### src/rtl/edge_event_arbiter.sv
// Multi-channel edge-event controller: per-channel edge detection with mode filter,
// pending latch with sticky overflow, and a round-robin scheduled valid/ready event slot.
module edge_event_arbiter #(
   parameter  int unsigned N_CH = 4,
   localparam int unsigned ID_W = $clog2(N_CH)
) (
   input  logic              clk,
   input  logic              reset,
   input  logic [N_CH-1:0]   a_i,
   input  logic [2*N_CH-1:0] mode_i,
   output logic              evt_valid_o,
   input  logic              evt_ready_i,
   output logic [ID_W-1:0]   evt_id_o,
   output logic              evt_rise_o,
   output logic [N_CH-1:0]   ovf_o,
   input  logic              ovf_clr_i
);

   localparam int unsigned PW = ID_W + 1;

   logic [N_CH-1:0] a_ff;
   logic [N_CH-1:0] pend;
   logic [N_CH-1:0] pend_rise;
   logic [ID_W-1:0] ptr;

   logic [N_CH-1:0] rise;
   logic [N_CH-1:0] fall;
   logic [N_CH-1:0] ev;
   logic            slot_free;
   logic            gnt_vld;
   logic [ID_W-1:0] gnt_id;
   logic [PW-1:0]   idx;
   logic [N_CH-1:0] take;
   logic [N_CH-1:0] pend_nxt;
   logic [N_CH-1:0] pend_rise_nxt;
   logic [N_CH-1:0] ovf_set;

   assign rise      = ~a_ff & a_i;
   assign fall      = a_ff & ~a_i;
   assign slot_free = ~evt_valid_o | evt_ready_i;

   // Mode filter: bit 0 enables rising, bit 1 enables falling
   always_comb begin
      ev = '0;
      for (int i = 0; i < int'(N_CH); i++) begin
         ev[i] = (rise[i] & mode_i[2*i]) | (fall[i] & mode_i[2*i+1]);
      end
   end

   // Round-robin search from ptr+1 with wrap; indices are reduced modulo N_CH
   always_comb begin
      gnt_vld = 1'b0;
      gnt_id  = '0;
      idx     = '0;
      for (int unsigned k = 1; k <= N_CH; k++) begin
         idx = PW'(ptr) + PW'(k);
         if (idx >= PW'(N_CH)) begin
            idx = idx - PW'(N_CH);
         end
         if (slot_free && !gnt_vld && pend[idx[ID_W-1:0]]) begin
            gnt_vld = 1'b1;
            gnt_id  = idx[ID_W-1:0];
         end
      end
   end

   // Pending update: a consumed channel may immediately re-arm without overflow
   always_comb begin
      take          = '0;
      pend_nxt      = pend;
      pend_rise_nxt = pend_rise;
      ovf_set       = '0;
      if (gnt_vld) begin
         take[gnt_id] = 1'b1;
      end
      for (int i = 0; i < int'(N_CH); i++) begin
         if (take[i]) begin
            pend_nxt[i] = ev[i];
            if (ev[i]) begin
               pend_rise_nxt[i] = rise[i];
            end
         end else if (ev[i]) begin
            if (!pend[i]) begin
               pend_nxt[i]      = 1'b1;
               pend_rise_nxt[i] = rise[i];
            end else begin
               ovf_set[i] = 1'b1;
            end
         end
      end
   end

   always_ff @(posedge clk or negedge reset) begin
      if (!reset) begin
         a_ff        <= '0;
         pend        <= '0;
         pend_rise   <= '0;
         ovf_o       <= '0;
         evt_valid_o <= 1'b0;
         evt_id_o    <= '0;
         evt_rise_o  <= 1'b0;
         ptr         <= ID_W'(N_CH - 1);
      end else begin
         a_ff      <= a_i;
         pend      <= pend_nxt;
         pend_rise <= pend_rise_nxt;
         ovf_o     <= (ovf_clr_i ? '0 : ovf_o) | ovf_set;
         if (slot_free) begin
            if (gnt_vld) begin
               evt_valid_o <= 1'b1;
               evt_id_o    <= gnt_id;
               evt_rise_o  <= pend_rise[gnt_id];
               ptr         <= gnt_id;
            end else begin
               evt_valid_o <= 1'b0;
            end
         end
      end
   end

endmodule

### config.mk
export PLATFORM = sky130hd
export DESIGN_NAME = edge_event_arbiter
export DESIGN_NICKNAME = d
export VERILOG_FILES = /design/src/rtl/edge_event_arbiter.sv
export SDC_FILE = /design/constraint.sdc
export NUM_CORES = 1
export LEC_CHECK = 0
export BUFFER_PORTS_ARGS = -buffer_cell sky130_fd_sc_hd__buf_2
export CAP_MARGIN = 0
export CORE_MARGIN = 5
export CORE_UTILIZATION = 55
export CTS_CLUSTER_SIZE = 30
export DETAILED_ROUTE_END_ITERATION = 16
export GPL_TIMING_DRIVEN = 0
export HOLD_SLACK_MARGIN = 0.12
export PLACE_DENSITY = 0.9
export SLEW_MARGIN = 15
export SYNTH_ARGS = -nofsm -noshare
export SYNTH_HDL_FRONTEND = slang
export SYNTH_SLANG_ARGS = --single-unit
### constraint.sdc
create_clock -name clk -period 3.4 [get_ports clk]
set_input_delay 0.34 -clock clk [delete_from_list [all_inputs] [get_ports clk]]
set_output_delay 0.34 -clock clk [all_outputs]
set_load 0.01 [all_outputs]
# After elaboration in Yosys (flattened, before gate mapping)
# Index checks and enable logic that the tools add are counted.
# classes
addsub	8
n_lt_le_gt_ge	10
n_eq_ne	4
muxes	63
bitwise	19
reduce_logical	20
# op_table
cell	count
1-bit two-way mux	47
2-bit two-way mux	8
2-bit by 3-bit less-than comparator with 1-bit output, second input constant	5
3-bit >= comparator, second input constant	4
1-bit binary-select mux with 2-bit select	5
2-bit AND reduction	5
1-bit AND	8
4-bit AND	2
1-bit logical AND	8
4-bit two-way mux	2
2-bit by 1-bit inequality test with 1-bit output, second input constant	4
4-bit NOT	2
2-bit nonzero test	4
2-bit by 1-bit subtractor with 2-bit output, second input constant	4
2-bit by 2-bit adder with 3-bit output, second input constant	2
1-bit bitwise OR	5
4-bit bitwise OR	1
2-bit by 1-bit adder with 3-bit output, second input constant	1
2-bit by 3-bit adder with 3-bit output, second input constant	1
1-bit logical NOT	3
1-bit demux with 2-bit select	1
2-bit by 1-bit >= comparator with 1-bit output, second input constant	1
1-bit NOT	1
# word_totals
regBits	22
inputBits	16
output_inout_bits	8
word_cells	138

# Logic depth before layout (Yosys ltp)
# logic_depth
ltp_word	26
mapped_depth	7
depth_no_buf	6

# Least setup slack after synthesis
# Ideal clock, no wire load.
# synth_timing
path_kind	flip-flop to flip-flop
from	register ptr[1]
to	register pend_rise[0]
setup_ps	82
t_arrival_ps	2148
required_ps	3318
slack_ps	1170
stages_incl_launch_ff	7
n_path_buf	1
period_less_slack_ps	2230
cell_sequence	dfstp_2 buf_2 mux2_1 a211oi_2 a21oi_2 or4_1 a22oi_2
# synth_between
elab_chain_cells	26
word_cells_on_any_way	51
classes_between	add/sub (8); order compare (6); eq/ne (1); mux (24); reduce/logical (12)
# synth_rtl
item	line	source
start, declared	24	logic [ID_W-1:0] ptr;
start signal, assigned	102	ptr <= ID_W'(N_CH - 1);
start signal, assigned	113	ptr <= gnt_id;
2-bit by 1-bit adder with 3-bit output	56	idx = PW'(ptr) + PW'(k);
3-bit >= comparator / 2-bit by 1-bit subtractor with 2-bit output (equally long branches)	57, 58	
2-bit two-way mux	57	if (idx >= PW'(N_CH)) begin
1-bit binary-select mux with 2-bit select	60	if (slot_free && !gnt_vld && pend[idx[ID_W-1:0]]) begin
1-bit two-way mux (not written as such)	60	
1-bit logical AND	60	
1-bit two-way mux	60	
1-bit logical NOT	60	
[... 10 more ...]	-	
2-bit two-way mux	60	
2-bit by 3-bit less-than comparator with 1-bit output (not written as such) / 2-bit by 1-bit >= comparator with 1-bit output (equally long branches)	74	take[gnt_id] = 1'b1;
1-bit logical AND (not written as such)	74	
1-bit two-way mux (not written as such)	74	
1-bit demux with 2-bit select	74	
4-bit two-way mux *	73	if (gnt_vld) begin
2-bit by 1-bit inequality test with 1-bit output (no line)	-	
2-bit AND reduction (no line)	-	
end signal, assigned	106	pend_rise <= pend_rise_nxt;
end, declared	23	logic [N_CH-1:0] pend_rise;
# Mark *: on every way between the ends. The rest lies on a longest branch, timed or not. The select of a mux whose other input is x is not followed.
# A chain may end at the register's enable or synchronous reset.

# Final worst setup path
# Same ends and word-level chain as after synthesis.

==> flow_metrics.py <==
metrics = {
    "final_layout": {
        "syn2layout_area_growth_pct": 15.2,
        "final_common_cell": "buf_2",
        "fin_nets": 175,
        "fillers": 188,
        "drive_gt1_frac": 0.247,
        "fin_area_sq_um": 1420,
        "seqCellArea_sq_um": 553,
        "multi_input_area_sq_um": 627,
        "antenna_cells": 0,
        "fin_util": 0.652,
        "final_cell_mix": "buf_2, dfrtp_1, nand2_1",
    },
    "synth": {
        "yosys-mux-area-fraction": 0.0530,
        "synth_top_family_by_area": "compound AO/OA/AOI/OAI gates",
        "synth.avg_cell_area_sq_um": 9.45,
        "ys_top_cells_by_area": "dfrtp_1, nand2_1, dfstp_2",
        "ys_seq_area_frac": 0.450,
        "ys_ff_latch": 22,
        "yosysWarnings": 0,
        "synthesis.area_sq_um": 1230,
        "syn_nets": 146,
        "synthAdderAreaFrac": 0,
        "synth_simple_gate_area_share": 0.214,
        "post-synth-top-area-cell": "dfrtp_1",
        "yosysUniqueCellTypes": 47,
        "synth_xor_area_frac": 0,
        "synthCells": 130,
        "post-synth-top-area-fraction": 0.407,
        "synth_compound_area_frac": 0.243,
    },
    "worst_setup_path": {
        "crit_start": "ptr[1]",
        "worstSetupPathType": "register to register",
        "critPathMaxFanout": 10,
        "reg2reg_to": "pend_rise[0]",
        "cp-end-kind": "register",
        "arrival_ns": 2.71,
        "start_kind": "register",
        "path_cells": "buf_2 > mux2_1 > a211oi_2 > a21oi_2 > or4_1 > a22oi_2",
        "max_stage_delay_ns": 0.58,
        "r2r_cells": 6,
        "cpMaxStageDelayCell": "dfstp_2",
        "critPathRequiredTime_ns": 3.63,
        "r2r_start": "ptr[1]",
        "r2r_slack_ns": 0.92,
    },
    "placement": {
        "dp_hpwl_um": 2210,
        "io_buffers": 23,
        "place.gp.congestion": 0.938,
        "placed_cell_area_sq_um": 1380,
    },
    "floorplan": {
        "row_count": 17,
        "die_width_um": 57.3,
        "core-area_sq_um": 2170,
        "start_util": 0.566,
        "dieHeight_um": 57.3,
        "dieArea_sq_um": 3280,
        "ios": 24,
    },
    "pwr": {
        "p_sw_frac": 0.446,
        "p_seq_frac": 0.364,
        "peakVddDrop_mv": 0.526,
        "p_clk_frac": 0.100,
        "power_frac_comb": 0.535,
        "leakagePower_nw": 0.647,
        "power_density_nw_per_um2": 854,
        "power_switching_mw": 0.539,
        "p_int_mw": 0.669,
    },
    "drt": {
        "routed_wl_um": 2890,
        "wire_per_inst_um": 15.6,
        "vias": 1158,
        "route.met2.wl_um": 1410,
        "met1Wirelength_um": 1210,
        "routed.top_layer": "met4",
        "first_iter_violations": 52,
        "wl_met3_um": 167,
        "drc_errors": 0,
        "dr.pass1.iters": 5,
        "viasPerCell": 6.23,
        "ant_nets": 0,
    },
    "min_path": {
        "hold_start": "a_i[1]",
        "hp-class": "primary input to register",
        "whs_endpoint": "a_ff[1]",
        "min_delay_path_depth": 1,
    },
    "clock_tree": {
        "cts_buffer_depth": 2,
        "path_clk_slew_ns": 0.11,
        "cts_num_sinks": 22,
        "cts_resized": 0,
        "h-tree-depth": 1,
        "clk_latency_ns": 0.31,
        "cts-root-buf": "clkbuf_4",
        "numCtsBuffers": 3,
        "cts_tree": "yes",
    },
    "flow_run": {
        "drv_cap": 0,
    },
    "run_status": {
        "outcome": "finished, final reports clean",
    },
    "timing": {
        "skew_ns": 0.00264,
        "whs_ns": 0.159,
        "worst_slew_pin_slew_ns": 0.613,
        "finalSetupTns_ns": 0,
        "maxSlewHeadroom": 0.589,
        "fin_crit_ns": 2.48,
        "rsz0062_at_grt": "false",
        "clock.fmax_mhz": 404,
        "hold_viol": 0,
        "fin_crit_sh": 0.728,
        "finalSetupViolations": 0,
        "slew_violations": 0,
    },
    "global_route": {
        "grt_pass1_wl_um": 5080,
        "grt_overflow": 0,
        "antenna_found_initial": 0,
        "grt_use_total": 0.195,
        "grt_pass1_vias": 1168,
        "grt_max_degree": 23,
    },
}
-- per-layer routing --
metal | GRT usage | vias up
li1 | - | 536
met1 | 0.245 | 562
met2 | 0.331 | 49
met3 | 0.0204 | 11
met4 | 0.0993 | 0
met5 | 0 | -
-- registers in the layout, indices dropped and copies added (netlist names) --
| signal | cells |
|---|---|
| pend | 4 |
| evt_rise_o | 1 |
| evt_valid_o | 1 |
| ptr | 2 |
| evt_id_o | 2 |
| a_ff | 4 |
| ovf_o | 4 |
| pend_rise | 4 |
-- stage by stage --
step | power, mW | setup slack (ns) | instances
6_report | 1.21 | 0.924 | 186
3_5_place_dp | 1.08 | 0.990 | 181
5_1_grt | 1.30 | 0.785 | 186
4_1_cts | 1.21 | 0.939 | 186
3_3_place_gp | 1.04 | 1.06 | 181
2_1_floorplan | 0.905 | 1.17 | 130
-- power by group through the flow --
stage               combinational (mW)  sequential [mW]  clock, mW
CTS                              0.640            0.438      0.128
finish                           0.647            0.440      0.121
floorplan                        0.462            0.442          0
global route                     0.714            0.454      0.134
detailed placement               0.637            0.444          0
global placement                 0.609            0.434          0
-- synthesized netlist by cell type, drive strengths merged --
cell type / count
a2111oi: 1
a211o: 1
a211oi: 2
a21boi: 1
a21o: 2
a21oi: 4
a221o: 1
a221oi: 1
a22oi: 1
a31o: 1
a31oi: 2
a32oi: 1
a41o: 1
a41oi: 1
and2: 1
and3: 1
and3b: 2
buf: 3
clkbuf: 2
dfrtp: 20
dfstp: 2
inv: 7
mux2: 4
mux2i: 2
nand2: 19
nand2b: 5
nand3: 2
nand3b: 1
nand4: 2
nor2: 7
nor2b: 4
nor3: 3
nor3b: 1
o21a: 2
o21ai: 8
o221ai: 2
o22ai: 4
o31ai: 2
o32a: 1
or3: 1
or4: 2
-- area by class of cell --
| type | count | share of cell area |
|---|---|---|
| inverter | 7 | 0.0186 |
| clock buffer | 4 | 0.0186 |
| buffer | 5 | 0.0159 |
| tap | 28 | 0.0248 |
| multi-input combinational | 96 | 0.443 |
| sequential | 22 | 0.391 |
| timing repair buffer | 24 | 0.0884 |
-- how the worst max path moves through the flow --
stage / endpoint / slack (ns) / cells past startpoint
2_1_floorplan: pend_rise[0] / 1.17 / 6
3_3_place_gp: pend_rise[0] / 1.06 / 6
3_5_place_dp: pend_rise[0] / 0.99 / 6
4_1_cts: pend_rise[0] / 0.94 / 6
5_1_grt: evt_rise_o / 0.78 / 6
6_report: pend_rise[0] / 0.92 / 6
-- worst max-delay path: cells and delay by family (launching register included) --
kind,cells,cell delay [ns]
compound gates,3,0.64
buf+inv,1,0.23
flops,1,0.58
mux,1,0.41
simple gates,1,0.55
-- cell families (layout without fill, tap and decap cells) --
family / Yosys count / after routing
simple gates: 51 / 51
mux: 6 / 6
flops: 22 / 22
compound gates: 39 / 39
buf+inv: 12 / 40
-- what timing repair did --
action	CTS	global route
hold buffers	1	0
endpoints found under the hold margin	20	0
setup buffers	0	0
Note: power is estimated with default switching activity, not from simulation.
